===== config.mk =====
export PLATFORM = sky130hd
export DESIGN_NAME = id_ex_stage
export DESIGN_NICKNAME = d
export VERILOG_FILES = /design/src/rtl/rv_pkg.sv /design/src/rtl/id_ex_stage_fwd_unit.sv /design/src/rtl/id_ex_stage.sv
export SDC_FILE = /design/constraint.sdc
export NUM_CORES = 1
export LEC_CHECK = 0
export ABC_AREA = 1
export CAP_MARGIN = 10
export CORE_AREA = 2 2 162 164
export CTS_BUF_LIST = sky130_fd_sc_hd__clkbuf_16
export DETAILED_ROUTE_END_ITERATION = 7
export DIE_AREA = 0 0 164 166
export PLACE_DENSITY = 0.8
export SLEW_MARGIN = 20
export SYNTH_ARGS = -nofsm -noshare
export SYNTH_HDL_FRONTEND = slang
export SYNTH_HIERARCHICAL = 1
export SYNTH_SLANG_ARGS = --single-unit

===== constraint.sdc =====
create_clock -name clk -period 2 [get_ports clk]
set_input_delay 0.3 -clock clk [delete_from_list [all_inputs] [get_ports clk]]
set_output_delay 0.3 -clock clk [all_outputs]
set_load 0.01 [all_outputs]

===== src/rtl/rv_pkg.sv =====
// Shared ALU codes, operand-select enums and control-bit struct for the rev02 core.
package rv_pkg;

    localparam int XLEN_DEF = 32;

    localparam logic [4:0] ALU_ADD  = 5'b00000;
    localparam logic [4:0] ALU_SUB  = 5'b10000;
    localparam logic [4:0] ALU_AND  = 5'b00001;
    localparam logic [4:0] ALU_OR   = 5'b00010;
    localparam logic [4:0] ALU_XOR  = 5'b00011;
    localparam logic [4:0] ALU_SLL  = 5'b00100;
    localparam logic [4:0] ALU_SRL  = 5'b00101;
    localparam logic [4:0] ALU_SRA  = 5'b00110;
    localparam logic [4:0] ALU_SLT  = 5'b10111;
    localparam logic [4:0] ALU_SLTU = 5'b11000;
    localparam logic [4:0] ALU_BGEU = 5'b10001;
    localparam logic [4:0] ALU_BLTU = 5'b10010;

    typedef enum logic [1:0] {
        SRC_A_RS1  = 2'd0,
        SRC_A_PC   = 2'd1,
        SRC_A_ZERO = 2'd2,
        SRC_A_RSVD = 2'd3
    } src_a_e;

    typedef enum logic {
        SRC_B_RS2 = 1'b0,
        SRC_B_IMM = 1'b1
    } src_b_e;

    typedef struct packed {
        logic reg_write;
        logic mem_read;
        logic mem_write;
        logic branch;
        logic jump;
    } id_ex_ctrl_t;

    // x0 is hard-wired zero, so a producer targeting it never forwards.
    function automatic logic fwd_hit(input logic we, input logic [4:0] prod_rd,
                                     input logic [4:0] rs);
        return we && (prod_rd != 5'd0) && (prod_rd == rs);
    endfunction

endpackage


===== src/rtl/id_ex_stage_fwd_unit.sv =====
// Operand forwarding select for rs1/rs2: EX/MEM over MEM/WB over register file.
// Purely combinational, no latency; no flow control.
// Shared by the ALU operand mux and the stall-time operand refresh.
module fwd_unit #(
    parameter int XLEN = 32
) (
    input  logic [4:0]      rs1,
    input  logic [4:0]      rs2,
    input  logic [XLEN-1:0] rs1_dat,
    input  logic [XLEN-1:0] rs2_dat,
    input  logic [4:0]      exm_rd,
    input  logic            exm_reg_write,
    input  logic [XLEN-1:0] exm_result,
    input  logic [4:0]      mwb_rd,
    input  logic            mwb_reg_write,
    input  logic [XLEN-1:0] mwb_result,
    output logic [XLEN-1:0] fwd_rs1,
    output logic [XLEN-1:0] fwd_rs2
);
    import rv_pkg::*;

    always_comb begin
        fwd_rs1 = rs1_dat;
        if (fwd_hit(exm_reg_write, exm_rd, rs1)) begin
            fwd_rs1 = exm_result;
        end else if (fwd_hit(mwb_reg_write, mwb_rd, rs1)) begin
            fwd_rs1 = mwb_result;
        end

        fwd_rs2 = rs2_dat;
        if (fwd_hit(exm_reg_write, exm_rd, rs2)) begin
            fwd_rs2 = exm_result;
        end else if (fwd_hit(mwb_reg_write, mwb_rd, rs2)) begin
            fwd_rs2 = mwb_result;
        end
    end

endmodule


===== src/rtl/id_ex_stage.sv =====
// ID/EX pipeline register with forwarding, ALU operand select and load-use bubbling.
// Latency: one cycle from ID acceptance to EX outputs.
// Backpressure: holds while ex_ready=0 (operands refreshed), stalls ID on load-use or flush.
module id_ex_stage #(
    parameter int XLEN = 32
) (
    input  logic            clk,
    input  logic            reset,
    input  logic            id_valid,
    output logic            id_ready,
    input  logic [XLEN-1:0] id_pc,
    input  logic [XLEN-1:0] id_imm,
    input  logic [XLEN-1:0] id_rs1_data,
    input  logic [XLEN-1:0] id_rs2_data,
    input  logic [4:0]      id_rs1,
    input  logic [4:0]      id_rs2,
    input  logic [4:0]      id_rd,
    input  logic            id_use_rs1,
    input  logic            id_use_rs2,
    input  logic [4:0]      id_alu_ctrl,
    input  logic [1:0]      id_src_a,
    input  logic            id_src_b,
    input  logic            id_reg_write,
    input  logic            id_mem_read,
    input  logic            id_mem_write,
    input  logic            id_branch,
    input  logic            id_jump,
    input  logic [2:0]      id_funct3,
    input  logic            flush,
    input  logic            ex_ready,
    input  logic [4:0]      exm_rd,
    input  logic            exm_reg_write,
    input  logic [XLEN-1:0] exm_result,
    input  logic [4:0]      mwb_rd,
    input  logic            mwb_reg_write,
    input  logic [XLEN-1:0] mwb_result,
    output logic            ex_valid,
    output logic [XLEN-1:0] ex_a,
    output logic [XLEN-1:0] ex_b,
    output logic [4:0]      ex_alu_ctrl,
    output logic [XLEN-1:0] ex_store_data,
    output logic [XLEN-1:0] ex_pc,
    output logic [XLEN-1:0] ex_imm,
    output logic [4:0]      ex_rd,
    output logic [2:0]      ex_funct3,
    output logic            ex_reg_write,
    output logic            ex_mem_read,
    output logic            ex_mem_write,
    output logic            ex_branch,
    output logic            ex_jump
);
    import rv_pkg::*;

    logic            ex_valid_q,  ex_valid_d;
    id_ex_ctrl_t     ctrl_q,      ctrl_d;
    logic [4:0]      rd_q,        rd_d;
    logic [4:0]      rs1_q,       rs1_d;
    logic [4:0]      rs2_q,       rs2_d;
    logic [XLEN-1:0] rs1_dat_q,   rs1_dat_d;
    logic [XLEN-1:0] rs2_dat_q,   rs2_dat_d;
    logic [XLEN-1:0] pc_q,        pc_d;
    logic [XLEN-1:0] imm_q,       imm_d;
    logic [4:0]      alu_ctrl_q,  alu_ctrl_d;
    src_a_e          src_a_q,     src_a_d;
    src_b_e          src_b_q,     src_b_d;
    logic [2:0]      funct3_q,    funct3_d;

    logic            adv;
    logic            lu_haz;
    logic [XLEN-1:0] fwd_rs1;
    logic [XLEN-1:0] fwd_rs2;
    id_ex_ctrl_t     ctrl_out;

    fwd_unit #(.XLEN(XLEN)) u_fwd (
        .rs1           (rs1_q),
        .rs2           (rs2_q),
        .rs1_dat       (rs1_dat_q),
        .rs2_dat       (rs2_dat_q),
        .exm_rd        (exm_rd),
        .exm_reg_write (exm_reg_write),
        .exm_result    (exm_result),
        .mwb_rd        (mwb_rd),
        .mwb_reg_write (mwb_reg_write),
        .mwb_result    (mwb_result),
        .fwd_rs1       (fwd_rs1),
        .fwd_rs2       (fwd_rs2)
    );

    always_comb begin
        adv    = ex_ready | ~ex_valid_q;
        lu_haz = ex_valid_q & ctrl_q.mem_read & (rd_q != 5'd0) & id_valid &
                 ((id_use_rs1 & (id_rs1 == rd_q)) | (id_use_rs2 & (id_rs2 == rd_q)));
        id_ready = adv & ~lu_haz & ~flush & ~reset;
    end

    always_comb begin
        ex_valid_d = ex_valid_q;
        ctrl_d     = ctrl_q;
        rd_d       = rd_q;
        rs1_d      = rs1_q;
        rs2_d      = rs2_q;
        rs1_dat_d  = rs1_dat_q;
        rs2_dat_d  = rs2_dat_q;
        pc_d       = pc_q;
        imm_d      = imm_q;
        alu_ctrl_d = alu_ctrl_q;
        src_a_d    = src_a_q;
        src_b_d    = src_b_q;
        funct3_d   = funct3_q;

        if (flush) begin
            ex_valid_d = 1'b0;
        end else if (adv && lu_haz) begin
            ex_valid_d = 1'b0;
        end else if (adv) begin
            ex_valid_d = id_valid;
            ctrl_d     = '{reg_write: id_reg_write, mem_read: id_mem_read,
                           mem_write: id_mem_write, branch: id_branch, jump: id_jump};
            rd_d       = id_rd;
            rs1_d      = id_rs1;
            rs2_d      = id_rs2;
            rs1_dat_d  = id_rs1_data;
            rs2_dat_d  = id_rs2_data;
            pc_d       = id_pc;
            imm_d      = id_imm;
            alu_ctrl_d = id_alu_ctrl;
            src_a_d    = src_a_e'(id_src_a);
            src_b_d    = src_b_e'(id_src_b);
            funct3_d   = id_funct3;
        end else begin
            // Capture producers that retire while stalled so their value outlives the bypass.
            rs1_dat_d = fwd_rs1;
            rs2_dat_d = fwd_rs2;
        end
    end

    always_ff @(posedge clk) begin
        if (reset) begin
            ex_valid_q <= 1'b0;
            ctrl_q     <= '0;
            rd_q       <= '0;
            rs1_q      <= '0;
            rs2_q      <= '0;
            rs1_dat_q  <= '0;
            rs2_dat_q  <= '0;
            pc_q       <= '0;
            imm_q      <= '0;
            alu_ctrl_q <= '0;
            src_a_q    <= SRC_A_RS1;
            src_b_q    <= SRC_B_RS2;
            funct3_q   <= '0;
        end else begin
            ex_valid_q <= ex_valid_d;
            ctrl_q     <= ctrl_d;
            rd_q       <= rd_d;
            rs1_q      <= rs1_d;
            rs2_q      <= rs2_d;
            rs1_dat_q  <= rs1_dat_d;
            rs2_dat_q  <= rs2_dat_d;
            pc_q       <= pc_d;
            imm_q      <= imm_d;
            alu_ctrl_q <= alu_ctrl_d;
            src_a_q    <= src_a_d;
            src_b_q    <= src_b_d;
            funct3_q   <= funct3_d;
        end
    end

    always_comb begin
        case (src_a_q)
            SRC_A_RS1: ex_a = fwd_rs1;
            SRC_A_PC:  ex_a = pc_q;
            default:   ex_a = '0;
        endcase
        ex_b          = (src_b_q == SRC_B_IMM) ? imm_q : fwd_rs2;
        ex_store_data = fwd_rs2;
        ctrl_out      = ex_valid_q ? ctrl_q : '0;
    end

    assign ex_valid     = ex_valid_q;
    assign ex_alu_ctrl  = alu_ctrl_q;
    assign ex_pc        = pc_q;
    assign ex_imm       = imm_q;
    assign ex_rd        = rd_q;
    assign ex_funct3    = funct3_q;
    assign ex_reg_write = ctrl_out.reg_write;
    assign ex_mem_read  = ctrl_out.mem_read;
    assign ex_mem_write = ctrl_out.mem_write;
    assign ex_branch    = ctrl_out.branch;
    assign ex_jump      = ctrl_out.jump;

endmodule


==> flow_summary.json, run 1 <==
{
  "drt-initial-drc-count": 1181,
  "synth_area_leaders": "dfxtp_1 31%, nand2_1 18%, nand3_1 14%",
  "rsz0062_at_grt": "yes",
  "cpMostUsedCell": "nand2_1",
  "routed_via_density": 5.32,
  "ir_drop_v": 0.000618,
  "grt_pass1_wl_um": 71600,
  "drt_pre_antenna_iters": 6,
  "finalHoldViolCount": 0,
  "worstReg2RegStart": "rs2_q[2]$_SDFFE_PP0P_",
  "crit_fanout": 8,
  "start_kind": "flip-flop",
  "holdPathStages": 4,
  "regArea_mm2": 0.00324,
  "synth_top_area_frac": 0.309,
  "area_growth_pct": 71.5,
  "max_stage_delay_ps": 350,
  "outcome": "finished, violations left",
  "cpMaxStageDelayCell": "dfxtp_2",
  "die_area_mm2": 0.0272,
  "synth_flop_cell": "dfxtp_1",
  "clockBufferDepth": 2,
  "ios": 422,
  "fillers": 2065,
  "crit_arrival_ps": 2240,
  "timing.hold.ws_ps": 369,
  "slew_headroom": 0.441,
  "track_usage": 0.337,
  "finalPower_w": 0.0102,
  "ys_top_cells_by_count": "503 x nand2_1, 295 x nand3_1, 252 x inv_1",
  "ctsHoldBuffers": 0,
  "crit_chain": "xor2_2, nor2_2, buf_4, nand3_4, clkbuf_16, nand2_1, nand3_1, nand2_1, inv_2, o21ai_2, buf_2",
  "netlist_area_mm2": 0.0104,
  "ys_async_sr_fraction": 0,
  "netlist-cell-type-count": 23,
  "drive_gt1_frac": 0.264,
  "finalSetupTns_ps": -44170,
  "dp_hpwl_um": 34400,
  "htree_levels": 4,
  "grt_start_max_net_pins": 96,
  "tightest_slew_ps": 838,
  "hp-class": "in -> reg",
  "port_buffers": 421,
  "postSynthCellCount": 1786,
  "nNetsFinal": 2498,
  "rows": 59,
  "setup_viol": 96,
  "switching_share": 0.336,
  "r2r_end": "rs2_dat_q[29]$_SDFFE_PP0P_",
  "reg2regPathDepth": 13,
  "syn-num-nets": 2028,
  "grt_pass1_vias": 13100,
  "slew_viol_final": 0,
  "maxCapViolations": 0,
  "dieHeight_um": 166,
  "multi_input_area_mm2": 0.00660,
  "gr-total-overflow": 0,
  "intPower_w": 0.00679,
  "seq_area_frac_synth": 0.309,
  "core_area_mm2": 0.0256,
  "worstSkewPairLatency_ps": 430,
  "antenna_found_initial": 4,
  "worstPathRequired_ps": 1700,
  "place_congestion": 1.01,
  "start_util": 0.405,
  "critPathKind": "reg -> out",
  "synth-edff-count": 0,
  "ys_ff_latch": 160,
  "layout_setup_ws_ps": -545,
  "drt_wl_total_um": 49000,
  "post-route-period-util": 1.27,
  "die_w_um": 164,
  "worstHoldStart": "id_rs1[0]",
  "fmax_mhz": 393,
  "violations": "negative setup slack",
  "min_to": "rs1_q[0]$_SDFFE_PP0P_",
  "period_minus_slack_ps": 2540,
  "yosysWarnings": 6,
  "cts-root-buf": "clkbuf_16",
  "fin_skew_ps": 13.0,
  "seqPwrFrac": 0.347,
  "num_vias": 13900,
  "wire_per_inst_um": 18.8,
  "worst-r2r-setup-slack_ps": 10,
  "clock-sinks": 160,
  "drc_errors": 0,
  "numCtsBuffers": 17,
  "syn_avg_cell_area_um2": 5.81,
  "tritoncts": "done",
  "detail-route-antenna-nets": 0,
  "p_sw_w": 0.00343,
  "critPathCaptureType": "primary output",
  "place_ws_ps": -1070,
  "synth.most_common_cell": "nand2_1",
  "cts.reportedPaths.clkPinSlew_ps": 80,
  "p_leak_nw": 8.24,
  "p_per_area_mw_per_mm2": 574,
  "synth_top_area_cell": "dfxtp_1",
  "clkPwrFrac": 0.319,
  "pwr-share-comb": 0.334
}
## metal layers
metal,wire (um),track usage,vias up
li1,-,-,6555
met1,18400,0.399,6403
met2,23600,0.568,757
met3,4710,0.0882,152
met4,2320,0.154,2
met5,16,0,-
## state kept, by name, indices dropped and copies added, names as in the netlist
| name | flops |
|---|---|
| ex_valid | 1 |
| rs2_dat_q | 32 |
| ex_alu_ctrl | 5 |
| src_a_q | 2 |
| ex_pc | 32 |
| ex_funct3 | 3 |
| rs2_q | 5 |
| src_b_q | 1 |
| ex_imm | 32 |
| ctrl_q | 5 |
| rs1_q | 5 |
| rs1_dat_q | 32 |
| ex_rd | 5 |
## power groups by stage
stage | Sequential (W) | Combinational (W) | Clock, W
2_1_floorplan | 0.00362 | 0.00123 | 0
3_5_place_dp | 0.00361 | 0.00296 | 0
5_1_grt | 0.00357 | 0.00365 | 0.00343
4_1_cts | 0.00354 | 0.00316 | 0.00329
3_3_place_gp | 0.00360 | 0.00293 | 0
6_report | 0.00354 | 0.00342 | 0.00326
## how the worst max path moves through the flow
stage / end / from
after floorplan: ex_b[10] / rs2_q[0]$_SDFFE_PP0P_
after global placement: ex_b[21] / exm_rd[3]
after detailed placement: ex_a[15] / exm_rd[3]
after CTS: ex_b[26] / rs2_q[2]$_SDFFE_PP0P_
after global routing: ex_b[16] / rs2_q[2]$_SDFFE_PP0P_
final: ex_a[15] / rs1_q[4]$_SDFFE_PP0P_
## cells by family (layout without fill, tap and decap cells)
group,count (synthesis),in the layout,share of synthesized area
AO/OA/AOI/OAI,224,224,0.108
XOR/XNOR,14,14,0.0118
buffers and inverters,396,879,0.163
flip-flops,160,160,0.309
other,0,3,0
AND/OR/NAND/NOR,992,992,0.408
## cells in the final DEF, fill, tap and decap left out, types with 2 or more instances in the layout
cell type | netlist | layout
nand2_1 | 503 | 426
clkdlybuf4s50_1 | 0 | 308
nand3_1 | 295 | 213
inv_1 | 252 | 193
dfxtp_1 | 160 | 145
nor2_1 | 145 | 142
a21oi_1 | 95 | 95
buf_6 | 12 | 77
buf_4 | 17 | 69
inv_2 | 11 | 68
buf_2 | 42 | 66
nand3_2 | 1 | 64
nand2_2 | 4 | 55
o21ai_1 | 0 | 51
o21ai_2 | 0 | 39
o21ai_0 | 129 | 38
buf_12 | 0 | 35
nand4_1 | 34 | 34
nand2_4 | 0 | 25
clkbuf_16 | 0 | 20
nand3_4 | 0 | 19
dlygate4sd2_1 | 0 | 11
buf_16 | 0 | 8
dfxtp_2 | 0 | 8
dfxtp_4 | 0 | 7
nor2_2 | 4 | 5
xor2_1 | 9 | 5
nor2_4 | 2 | 4
clkinv_4 | 0 | 4
xnor2_1 | 5 | 4
diode_2 | 0 | 3
inv_4 | 0 | 3
clkinvlp_4 | 0 | 3
inv_6 | 0 | 3
dlymetal6s2s_1 | 0 | 3
xor2_2 | 0 | 3
nor3_4 | 0 | 2
buf_8 | 0 | 2
## final cells by class
class                           instances  area share
Sequential cell                       160       0.182
Inverter                              263      0.0560
Clock buffer                           17      0.0239
Multi-Input combinational cell       1230       0.371
Antenna cell                            3    0.000422
Clock inverter                         15     0.00766
Timing Repair Buffer                  584       0.336
Tap cell                              335      0.0236
## metrics by stage
step,instances,utilization,cell area (um2)
floorplan,1786,-,10400
global placement,2530,0.610,15600
detailed placement,2530,0.610,15600
CTS,2591,0.663,17000
global route,2607,0.695,17800
finish,2607,0.695,17800
## worst max-delay path, delay by kind of cell (launching register included)
kind | cells | cell delay (ps)
simple gates | 5 | 560
compound gates | 1 | 140
buf+inv | 4 | 600
xor+xnor | 1 | 150
flops | 1 | 350
## what timing repair did
| item | CTS | global route |
|---|---|---|
| pin swaps | 70 | 130 |
| resized for setup | 757 | 198 |
| gates cloned | 11 | 3 |
| setup endpoints to repair | 100 | 128 |
| buffers inserted | 18 | 14 |
(Power assumes the default switching activity.)
==> run 2: changes to the inputs <==
- HOLD_SLACK_MARGIN: default -> 0.08
==> results of run 2 <==
Same layout as run 1: the final DEF is identical, and so are final timing and power.
